[src/rtl/pipelined_shifter_pkg.sv]
// Shared types and helpers for the pipelined shift/rotate unit.
//   shift_op_t      : operation codes (5..7 are treated as SLL)
//   bit_reverse     : reverse the low w bits of a 64-bit word
//   stage_of_level  : register stage that computes mux level k
//   first_level     : lowest mux level computed in stage s
//   is_left/is_rot  : op decode helpers
package shifter_pkg;

    typedef enum logic [2:0] {
        SLL = 3'd0,
        SRL = 3'd1,
        SRA = 3'd2,
        ROL = 3'd3,
        ROR = 3'd4
    } shift_op_t;

    localparam int MAX_W = 64;

    function automatic logic [MAX_W-1:0] bit_reverse(input logic [MAX_W-1:0] x, input int w);
        logic [MAX_W-1:0] r;
        r = '0;
        for (int i = 0; i < MAX_W; i++)
            if (i < w) r[i] = x[w-1-i];
        return r;
    endfunction

    function automatic int stage_of_level(input int k, input int l, input int stages);
        return (k * stages) / l;
    endfunction

    // Smallest k with stage_of_level(k) == s, i.e. ceil(s*L/STAGES).
    function automatic int first_level(input int s, input int l, input int stages);
        return (s * l + stages - 1) / stages;
    endfunction

    // Left ops run through the right-only datapath bit-reversed.
    function automatic logic is_left(input logic [2:0] op);
        return !(op == SRL || op == SRA || op == ROR);
    endfunction

    function automatic logic is_rot(input logic [2:0] op);
        return (op == ROL || op == ROR);
    endfunction

endpackage

[src/rtl/pipelined_shifter_if.sv]
// Request/response bundle of the pipelined shifter.
//   slave  : the shifter side (takes operations, drives results)
//   master : the issuing/consuming side
interface pipelined_shifter_if #(
    parameter int WIDTH = 32,
    parameter int TAG_W = 5
);
    import shifter_pkg::*;
    localparam int AW = $clog2(WIDTH);

    logic             i_valid;
    logic             o_ready;
    logic [2:0]       i_op;     // shift_op_t encoding
    logic [WIDTH-1:0] i_in;
    logic [AW-1:0]    i_amt;
    logic [TAG_W-1:0] i_tag;
    logic             o_valid;
    logic             i_ready;
    logic [WIDTH-1:0] o_out;
    logic [TAG_W-1:0] o_tag;

    modport slave (
        input  i_valid, i_op, i_in, i_amt, i_tag, i_ready,
        output o_ready, o_valid, o_out, o_tag
    );

    modport master (
        output i_valid, i_op, i_in, i_amt, i_tag, i_ready,
        input  o_ready, o_valid, o_out, o_tag
    );
endinterface

[src/rtl/pipelined_shifter_stage.sv]
// One pipeline stage: mux levels FIRST_LVL..LAST_LVL of the right-shift
// network followed by the stage register and its valid bit.
//   clk_i, rst_ni : clock, synchronous active-low reset (valid bit only)
//   flush_i       : drop the stage content at the next edge
//   en_i          : stage may load (it is empty or its content moves on)
//   *_i           : payload from the previous stage (or the entry logic)
//   *_o           : registered payload and valid
module shifter_stage
    import shifter_pkg::*;
#(
    parameter int WIDTH     = 32,
    parameter int TAG_W     = 5,
    parameter int FIRST_LVL = 0,
    parameter int LAST_LVL  = 0,
    localparam int AW       = $clog2(WIDTH)
) (
    input  logic             clk_i,
    input  logic             rst_ni,
    input  logic             flush_i,
    input  logic             en_i,
    input  logic             valid_i,
    input  logic [WIDTH-1:0] data_i,
    input  logic [2:0]       op_i,
    input  logic [AW-1:0]    amt_i,
    input  logic             fill_i,
    input  logic [TAG_W-1:0] tag_i,
    output logic             valid_o,
    output logic [WIDTH-1:0] data_o,
    output logic [2:0]       op_o,
    output logic [AW-1:0]    amt_o,
    output logic             fill_o,
    output logic [TAG_W-1:0] tag_o
);

    logic             valid_q, valid_d;
    logic [WIDTH-1:0] data_q, data_d;
    logic [2:0]       op_q;
    logic [AW-1:0]    amt_q;
    logic             fill_q;
    logic [TAG_W-1:0] tag_q;

    // Right shift by n; vacated bits take the wrapped-out bits for rotates,
    // otherwise the fill bit. The index wraps naturally at AW bits.
    function automatic logic [WIDTH-1:0] shr_level(input logic [WIDTH-1:0] d, input int n,
                                                   input logic rot, input logic fill);
        logic [WIDTH-1:0] r;
        logic [AW-1:0]    idx;
        r = '0;
        for (int i = 0; i < WIDTH; i++) begin
            idx = AW'(i + n);
            if ((i + n < WIDTH) || rot) r[i] = d[idx];
            else                        r[i] = fill;
        end
        return r;
    endfunction

    always_comb begin
        data_d = data_i;
        for (int k = FIRST_LVL; k <= LAST_LVL; k++)
            if (amt_i[k]) data_d = shr_level(data_d, 1 << k, is_rot(op_i), fill_i);
    end

    always_comb begin
        valid_d = valid_q;
        if (flush_i)   valid_d = 1'b0;
        else if (en_i) valid_d = valid_i;
    end

    always_ff @(posedge clk_i) begin
        if (!rst_ni) valid_q <= 1'b0;
        else         valid_q <= valid_d;
    end

    // Payload loads only with a real operation so a held or idle stage
    // keeps its outputs stable.
    always_ff @(posedge clk_i) begin
        if (en_i && valid_i) begin
            data_q <= data_d;
            op_q   <= op_i;
            amt_q  <= amt_i;
            fill_q <= fill_i;
            tag_q  <= tag_i;
        end
    end

    assign valid_o = valid_q;
    assign data_o  = data_q;
    assign op_o    = op_q;
    assign amt_o   = amt_q;
    assign fill_o  = fill_q;
    assign tag_o   = tag_q;

endmodule

[src/rtl/pipelined_shifter.sv]
// Pipelined shift/rotate unit with valid/ready flow control, tag and flush.
//   i_clk    : clock
//   i_rst_n  : synchronous active-low reset (clears all valid bits)
//   i_flush  : drop every in-flight op and any op offered this cycle
//   bus      : slave side of pipelined_shifter_if (op in, result out)
// Results appear STAGES cycles after acceptance when not stalled.
module pipelined_shifter
    import shifter_pkg::*;
#(
    parameter int WIDTH  = 32,
    parameter int STAGES = 2,
    parameter int TAG_W  = 5
) (
    input  logic i_clk,
    input  logic i_rst_n,
    input  logic i_flush,
    pipelined_shifter_if.slave bus
);

    localparam int L = $clog2(WIDTH);

    // Index 0 is the entry point, index s+1 is the output of stage s.
    logic [STAGES:0]             vld_p;
    logic [STAGES:0][WIDTH-1:0]  data_p;
    logic [STAGES:0][2:0]        op_p;
    logic [STAGES:0][L-1:0]      amt_p;
    logic [STAGES:0]             fill_p;
    logic [STAGES:0][TAG_W-1:0]  tag_p;
    logic [STAGES-1:0]           en;
    logic                        unused_tail;

    // Entry: left ops are reversed so the network only shifts right;
    // SRA fills with the operand MSB captured here.
    assign vld_p[0]  = bus.i_valid;
    assign data_p[0] = is_left(bus.i_op) ? WIDTH'(bit_reverse(64'(bus.i_in), WIDTH)) : bus.i_in;
    assign op_p[0]   = bus.i_op;
    assign amt_p[0]  = bus.i_amt;
    assign fill_p[0] = (bus.i_op == SRA) ? bus.i_in[WIDTH-1] : 1'b0;
    assign tag_p[0]  = bus.i_tag;

    // Combinational ready chain from the consumer back to the entry: a stage
    // loads when it is empty or its successor loads, so bubbles collapse.
    always_comb begin
        en = '0;
        en[STAGES-1] = !vld_p[STAGES] || bus.i_ready;
        for (int s = STAGES - 2; s >= 0; s--)
            en[s] = !vld_p[s+1] || en[s+1];
    end

    for (genvar s = 0; s < STAGES; s++) begin : g_stage
        localparam int FL = first_level(s, L, STAGES);
        localparam int LL = first_level(s + 1, L, STAGES) - 1;

        shifter_stage #(
            .WIDTH(WIDTH), .TAG_W(TAG_W), .FIRST_LVL(FL), .LAST_LVL(LL)
        ) u_stage (
            .clk_i   (i_clk),
            .rst_ni  (i_rst_n),
            .flush_i (i_flush),
            .en_i    (en[s]),
            .valid_i (vld_p[s]),
            .data_i  (data_p[s]),
            .op_i    (op_p[s]),
            .amt_i   (amt_p[s]),
            .fill_i  (fill_p[s]),
            .tag_i   (tag_p[s]),
            .valid_o (vld_p[s+1]),
            .data_o  (data_p[s+1]),
            .op_o    (op_p[s+1]),
            .amt_o   (amt_p[s+1]),
            .fill_o  (fill_p[s+1]),
            .tag_o   (tag_p[s+1])
        );
    end

    // Amount and fill are fully consumed by the last stage.
    assign unused_tail = ^{amt_p[STAGES], fill_p[STAGES]};

    // Exit: undo the entry reversal for left ops.
    assign bus.o_ready = en[0];
    assign bus.o_valid = vld_p[STAGES];
    assign bus.o_tag   = tag_p[STAGES];
    assign bus.o_out   = is_left(op_p[STAGES]) ? WIDTH'(bit_reverse(64'(data_p[STAGES]), WIDTH))
                                               : data_p[STAGES];

endmodule

[src/flat_wrapper.sv]
// flat-port wrapper written by rule: the top's interface ports become plain ports
module pipelined_shifter_flat import shifter_pkg::*;
#(
    parameter int WIDTH  = 32,
    parameter int STAGES = 2,
    parameter int TAG_W  = 5
)
  (i_clk, i_rst_n, i_flush, bus_i_valid, bus_i_op, bus_i_in, bus_i_amt, bus_i_tag, bus_i_ready, bus_o_ready, bus_o_valid, bus_o_out, bus_o_tag);
  pipelined_shifter_if #(.WIDTH(WIDTH), .TAG_W(TAG_W)) bus_i ();
  input  logic i_clk;
  input  logic i_rst_n;
  input  logic i_flush;
  input wire logic [$bits(bus_i.i_valid)-1:0] bus_i_valid;
  input wire logic [$bits(bus_i.i_op)-1:0] bus_i_op;
  input wire logic [$bits(bus_i.i_in)-1:0] bus_i_in;
  input wire logic [$bits(bus_i.i_amt)-1:0] bus_i_amt;
  input wire logic [$bits(bus_i.i_tag)-1:0] bus_i_tag;
  input wire logic [$bits(bus_i.i_ready)-1:0] bus_i_ready;
  output wire logic [$bits(bus_i.o_ready)-1:0] bus_o_ready;
  output wire logic [$bits(bus_i.o_valid)-1:0] bus_o_valid;
  output wire logic [$bits(bus_i.o_out)-1:0] bus_o_out;
  output wire logic [$bits(bus_i.o_tag)-1:0] bus_o_tag;
  assign bus_i.i_valid = bus_i_valid;
  assign bus_i.i_op = bus_i_op;
  assign bus_i.i_in = bus_i_in;
  assign bus_i.i_amt = bus_i_amt;
  assign bus_i.i_tag = bus_i_tag;
  assign bus_i.i_ready = bus_i_ready;
  assign bus_o_ready = bus_i.o_ready;
  assign bus_o_valid = bus_i.o_valid;
  assign bus_o_out = bus_i.o_out;
  assign bus_o_tag = bus_i.o_tag;
  pipelined_shifter #(.WIDTH(WIDTH), .STAGES(STAGES), .TAG_W(TAG_W)) u_core (.i_clk(i_clk), .i_rst_n(i_rst_n), .i_flush(i_flush), .bus(bus_i));
endmodule
[config.mk]
export PLATFORM = sky130hd
export DESIGN_NAME = pipelined_shifter_flat
export DESIGN_NICKNAME = d
export VERILOG_FILES = /design/src/rtl/pipelined_shifter_pkg.sv /design/src/rtl/pipelined_shifter_if.sv /design/src/rtl/pipelined_shifter_stage.sv /design/src/rtl/pipelined_shifter.sv /design/src/flat_wrapper.sv
export SDC_FILE = /design/constraint.sdc
export NUM_CORES = 1
export LEC_CHECK = 0
export ABC_AREA = 0
export BUFFER_PORTS_ARGS = -buffer_cell sky130_fd_sc_hd__buf_2
export CORE_ASPECT_RATIO = 2
export CORE_MARGIN = 5
export CORE_UTILIZATION = 25
export CTS_CLUSTER_DIAMETER = 100
export DETAILED_ROUTE_END_ITERATION = 10
export GPL_TIMING_DRIVEN = 0
export PLACE_DENSITY = 0.43
export SYNTH_ARGS = -nofsm -noshare
export SYNTH_HDL_FRONTEND = slang
export SYNTH_HIERARCHICAL = 1
export SYNTH_SLANG_ARGS = --single-unit
[constraint.sdc]
create_clock -name i_clk -period 2.8 [get_ports i_clk]
set_clock_uncertainty 0.2 [all_clocks]
set_input_delay 0.42 -clock i_clk [delete_from_list [all_inputs] [get_ports i_clk]]
set_output_delay 0.42 -clock i_clk [all_outputs]
set_load 0.005 [all_outputs]
==> results.txt <==
- The flow ran to the end, and the final reports show no timing, DRC or antenna violations.
- For the worst-skew pair, the clock arrives at the later sink with an insertion delay of between 0.3 and 0.4 ns.
- Detailed-router iteration count before antenna repair: 4
- For this design the total switching power over the nets is 0.000956 W.
- X dimension of the die: 118 microns
- Setup repair after global routing missed its margin: false
* Routed Wire Length: ~17000 microns
- Dividing the detail-routed wire length by the instance count gives 20.0 microns.
- Cell area after synthesis: 5870 sq um
* Clock power share: 31.1%
* Int Power: 0.00258 W
- Data on the critical path is required at its endpoint by 2.65 ns.
- The number of antenna diodes in the final layout is 0.
- The startpoint identified for the worst register-to-register timing path is u_core/g_stage[0].u_stage/amt_o[4]$_DFFE_PP_.
* Via count of the first global-routing pass: 4491
- Setup violations remaining at the end of the flow were counted as 0.
- Per report_power, the combinational group accounts for approximately 24% of the total.
* CTS Hold Buffers Added: 0
- Net count after synthesis: 533
- Global routing usage on met1: around 11%
- Synthesized instance count: 483
* Largest net degree at the start of global routing: 44
- Fill cells in the final layout number 2401.
- The number of antenna violations at the first check in global routing was 0.
- For this run the aggregate overflow at the end of global routing stands at 0.
* Hold_sp: bus_i_tag[3]
- Met3 track demand over resource in global routing: 2.45%
- Clock Sink Count: 85
- The Yosys step of the flow raised 6 warnings.
- The HPWL after detailed placement is approximately 14000 microns.
* Setup Fix Bufs, Post-CTS: 0
* Number of design-rule violations left by the first detailed-router iteration: ~250
- In this run the worst path has a maximum fanout of 10.
- The floorplan step set the die height to 227 microns.
- Sequential cells account for approximately 45% of the total power.
- Of the available clock period, the critical path in the final layout requires 96.2%.
* Static Leak: 2.68 nW
- The number of hold violations in the final report is 0.
- The floorplan step defined a die boundary enclosing 26800 sq um.
- Arrival time reported for the critical path endpoint: 2.54 ns
- Pin placement for this block handled 89 I/O pins.
- The setup path with the least slack is of type primary input to flop.
- Share of cells above drive strength 1: 40.3%
- On the critical path, the stage with the largest delay is an instance of sky130_fd_sc_hd__mux2_2.
* Fmax: 371 MHz
- Once the floorplan was initialized, standard cells occupied 25.3% of the core.
- Antenna viol nets, final: 0
- Wire length of the first global-routing pass: roughly 26000 microns
- The worst setup path is launched from a primary input.
- Clock input transition at the sequential cells of the worst setup and hold paths: 0.06 ns
* Met2 usage in global routing: 27.3%
- At the pin with the least slew margin, the transition time is 0.945 ns.
* Sum of internal, switching and leakage power: 0.00353 W
- All-Layer GR Usage: 13.1%
* Critical path cell sequence: buf_2 -> xor2_1 -> o21ai_4 -> buf_6 -> mux2_2 -> mux2_4 -> mux2_4 -> a21oi_1 -> a21oi_1
- In this run the most used layer during global routing was met2.
- In the final design database the tool counted roughly 630 nets.
* Crit path buf inv count: 2
- Tracing the worst setup path back leads to its startpoint at bus_i_op[0].
- In this run the clock root is driven by a sky130_fd_sc_hd__clkbuf_16.
- Number of port buffers: 86
- Final Non-Filler Cells: 869
- Counting tap cells, the placed design contains a total of 853 instances.
* TritonCTS clock tree: done
- Total via count after detailed routing: 4250
- Number of placement rows: roughly 80
* Total power divided by cell area: 508 nW/um^2
- Delay of the slowest cell on the worst path: 0.38 ns
- Max-cap violations in this run came to 0.
- Maximum VDD drop: 318 uV
* Placeable Area: 23200 sq um
- For this run, design rule violations remaining after detail routing come to 0.
- The number of gates resized after CTS was 1.
* Max-Slew Margin vs Limit: 37.0%
- Post-Syn Area per Cell: 12.2 sq um
* Via density per instance: 4.89
* Count of final max-slew check failures: 0
* Buffer levels on the longest clock path: 2
- Routability-driven placement finished with a final weighted congestion of roughly 0.9.
* Relative area change from synthesis to final layout: 18.6%
- Sw Ratio: 27.1%
- For the finished layout, the period the worst path requires is 2.69 ns.
* CTS Buf Count: 9
* Cell class contributing the biggest share of worst-path delay: multiplexers
- Number of H-tree levels: 3
* Path type of the worst min-delay path: primary input to flop
- Kind of end point of the critical path: flop
==> area by class of cell <==
type	instances	area [sq um]	share of cell area [%]
Multi-Input combinational cell	357	3090	44.4
Sequential cell	85	2530	36.4
Timing Repair Buffer	87	450	6.47
Tap cell	283	354	5.09
Clock buffer	15	268	3.85
Buffer	36	236	3.40
Inverter	5	21.3	0.306
Clock inverter	1	7.51	0.108
==> cells in the final DEF, fill, tap and decap left out, drive strengths merged, types with 3 or more instances in the layout <==
master  instances
clkbuf         23
o21bai          8
nor2           45
buf           115
nand2b          3
a211oi         11
mux4           10
nor3            9
o211a           3
nand3b          4
nor3b           3
nand2          19
o21ai          21
and2            3
a221o           8
o32a            8
a21oi          16
mux2           98
o21a            3
inv             4
o22a            8
nor2b          20
edfxtp         83
mux2i          46
==> sequential cells by signal, indices dropped and copies added (netlist names) <==
register and flops:
u_core/g_stage.u_stage/op_o 6, u_core/g_stage.u_stage/fill_o 1, u_core/g_stage.u_stage/amt_o 2, u_core/g_stage.u_stage/data_o 64
u_core/g_stage.u_stage/valid_o 2, u_core/g_stage.u_stage/tag_o 10
==> power by group through the flow <==
stage          registers (W)  logic (W)  clock network [W]
2_1_floorplan        0.00158   0.000592                  0
4_1_cts              0.00158   0.000874            0.00114
6_report             0.00158   0.000859            0.00110
3_5_place_dp         0.00160   0.000867                  0
5_1_grt              0.00159   0.000934            0.00119
3_3_place_gp         0.00160   0.000860                  0
==> final timing paths <==
check / endpoint / slack (ns) / depth (start not counted)
worst max-delay path: u_core/g_stage[0].u_stage/data_o[30]$_DFFE_PP_ / 0.11 / 9
worst min-delay path: u_core/g_stage[0].u_stage/tag_o[3]$_DFFE_PP_ / 0.04 / 1
worst max register to register: u_core/g_stage[1].u_stage/data_o[6]$_DFFE_PP_ / 0.51 / 4
worst min register to register: u_core/g_stage[1].u_stage/tag_o[2]$_DFFE_PP_ / 0.22 / 0
==> per-stage QoR <==
| stage | setup slack [ns] | utilization, % | cell area, sq um | TNS, ns | hold WS, ns |
|---|---|---|---|---|---|
| after global placement | -0.431 | 28.7 | 6660 | -7.57 | 0.201 |
| after floorplan | 0.221 | - | 5870 | 0 | 0.200 |
| after global routing | 0.0195 | 30.0 | 6960 | 0 | 0.0196 |
| final | 0.105 | 30.0 | 6960 | 0 | 0.0411 |
| after detailed placement | -0.432 | 28.8 | 6680 | -7.88 | 0.210 |
| after CTS | 0.0589 | 30.0 | 6960 | 0 | 0.0217 |
==> layer usage <==
metal | vias up | wire [microns]
met4 | 0 | 765
met1 | 2052 | 5370
li1 | 2049 | -
met3 | 37 | 604
met2 | 112 | 10700
met5 | - | 0
(Power assumes the default switching activity.)
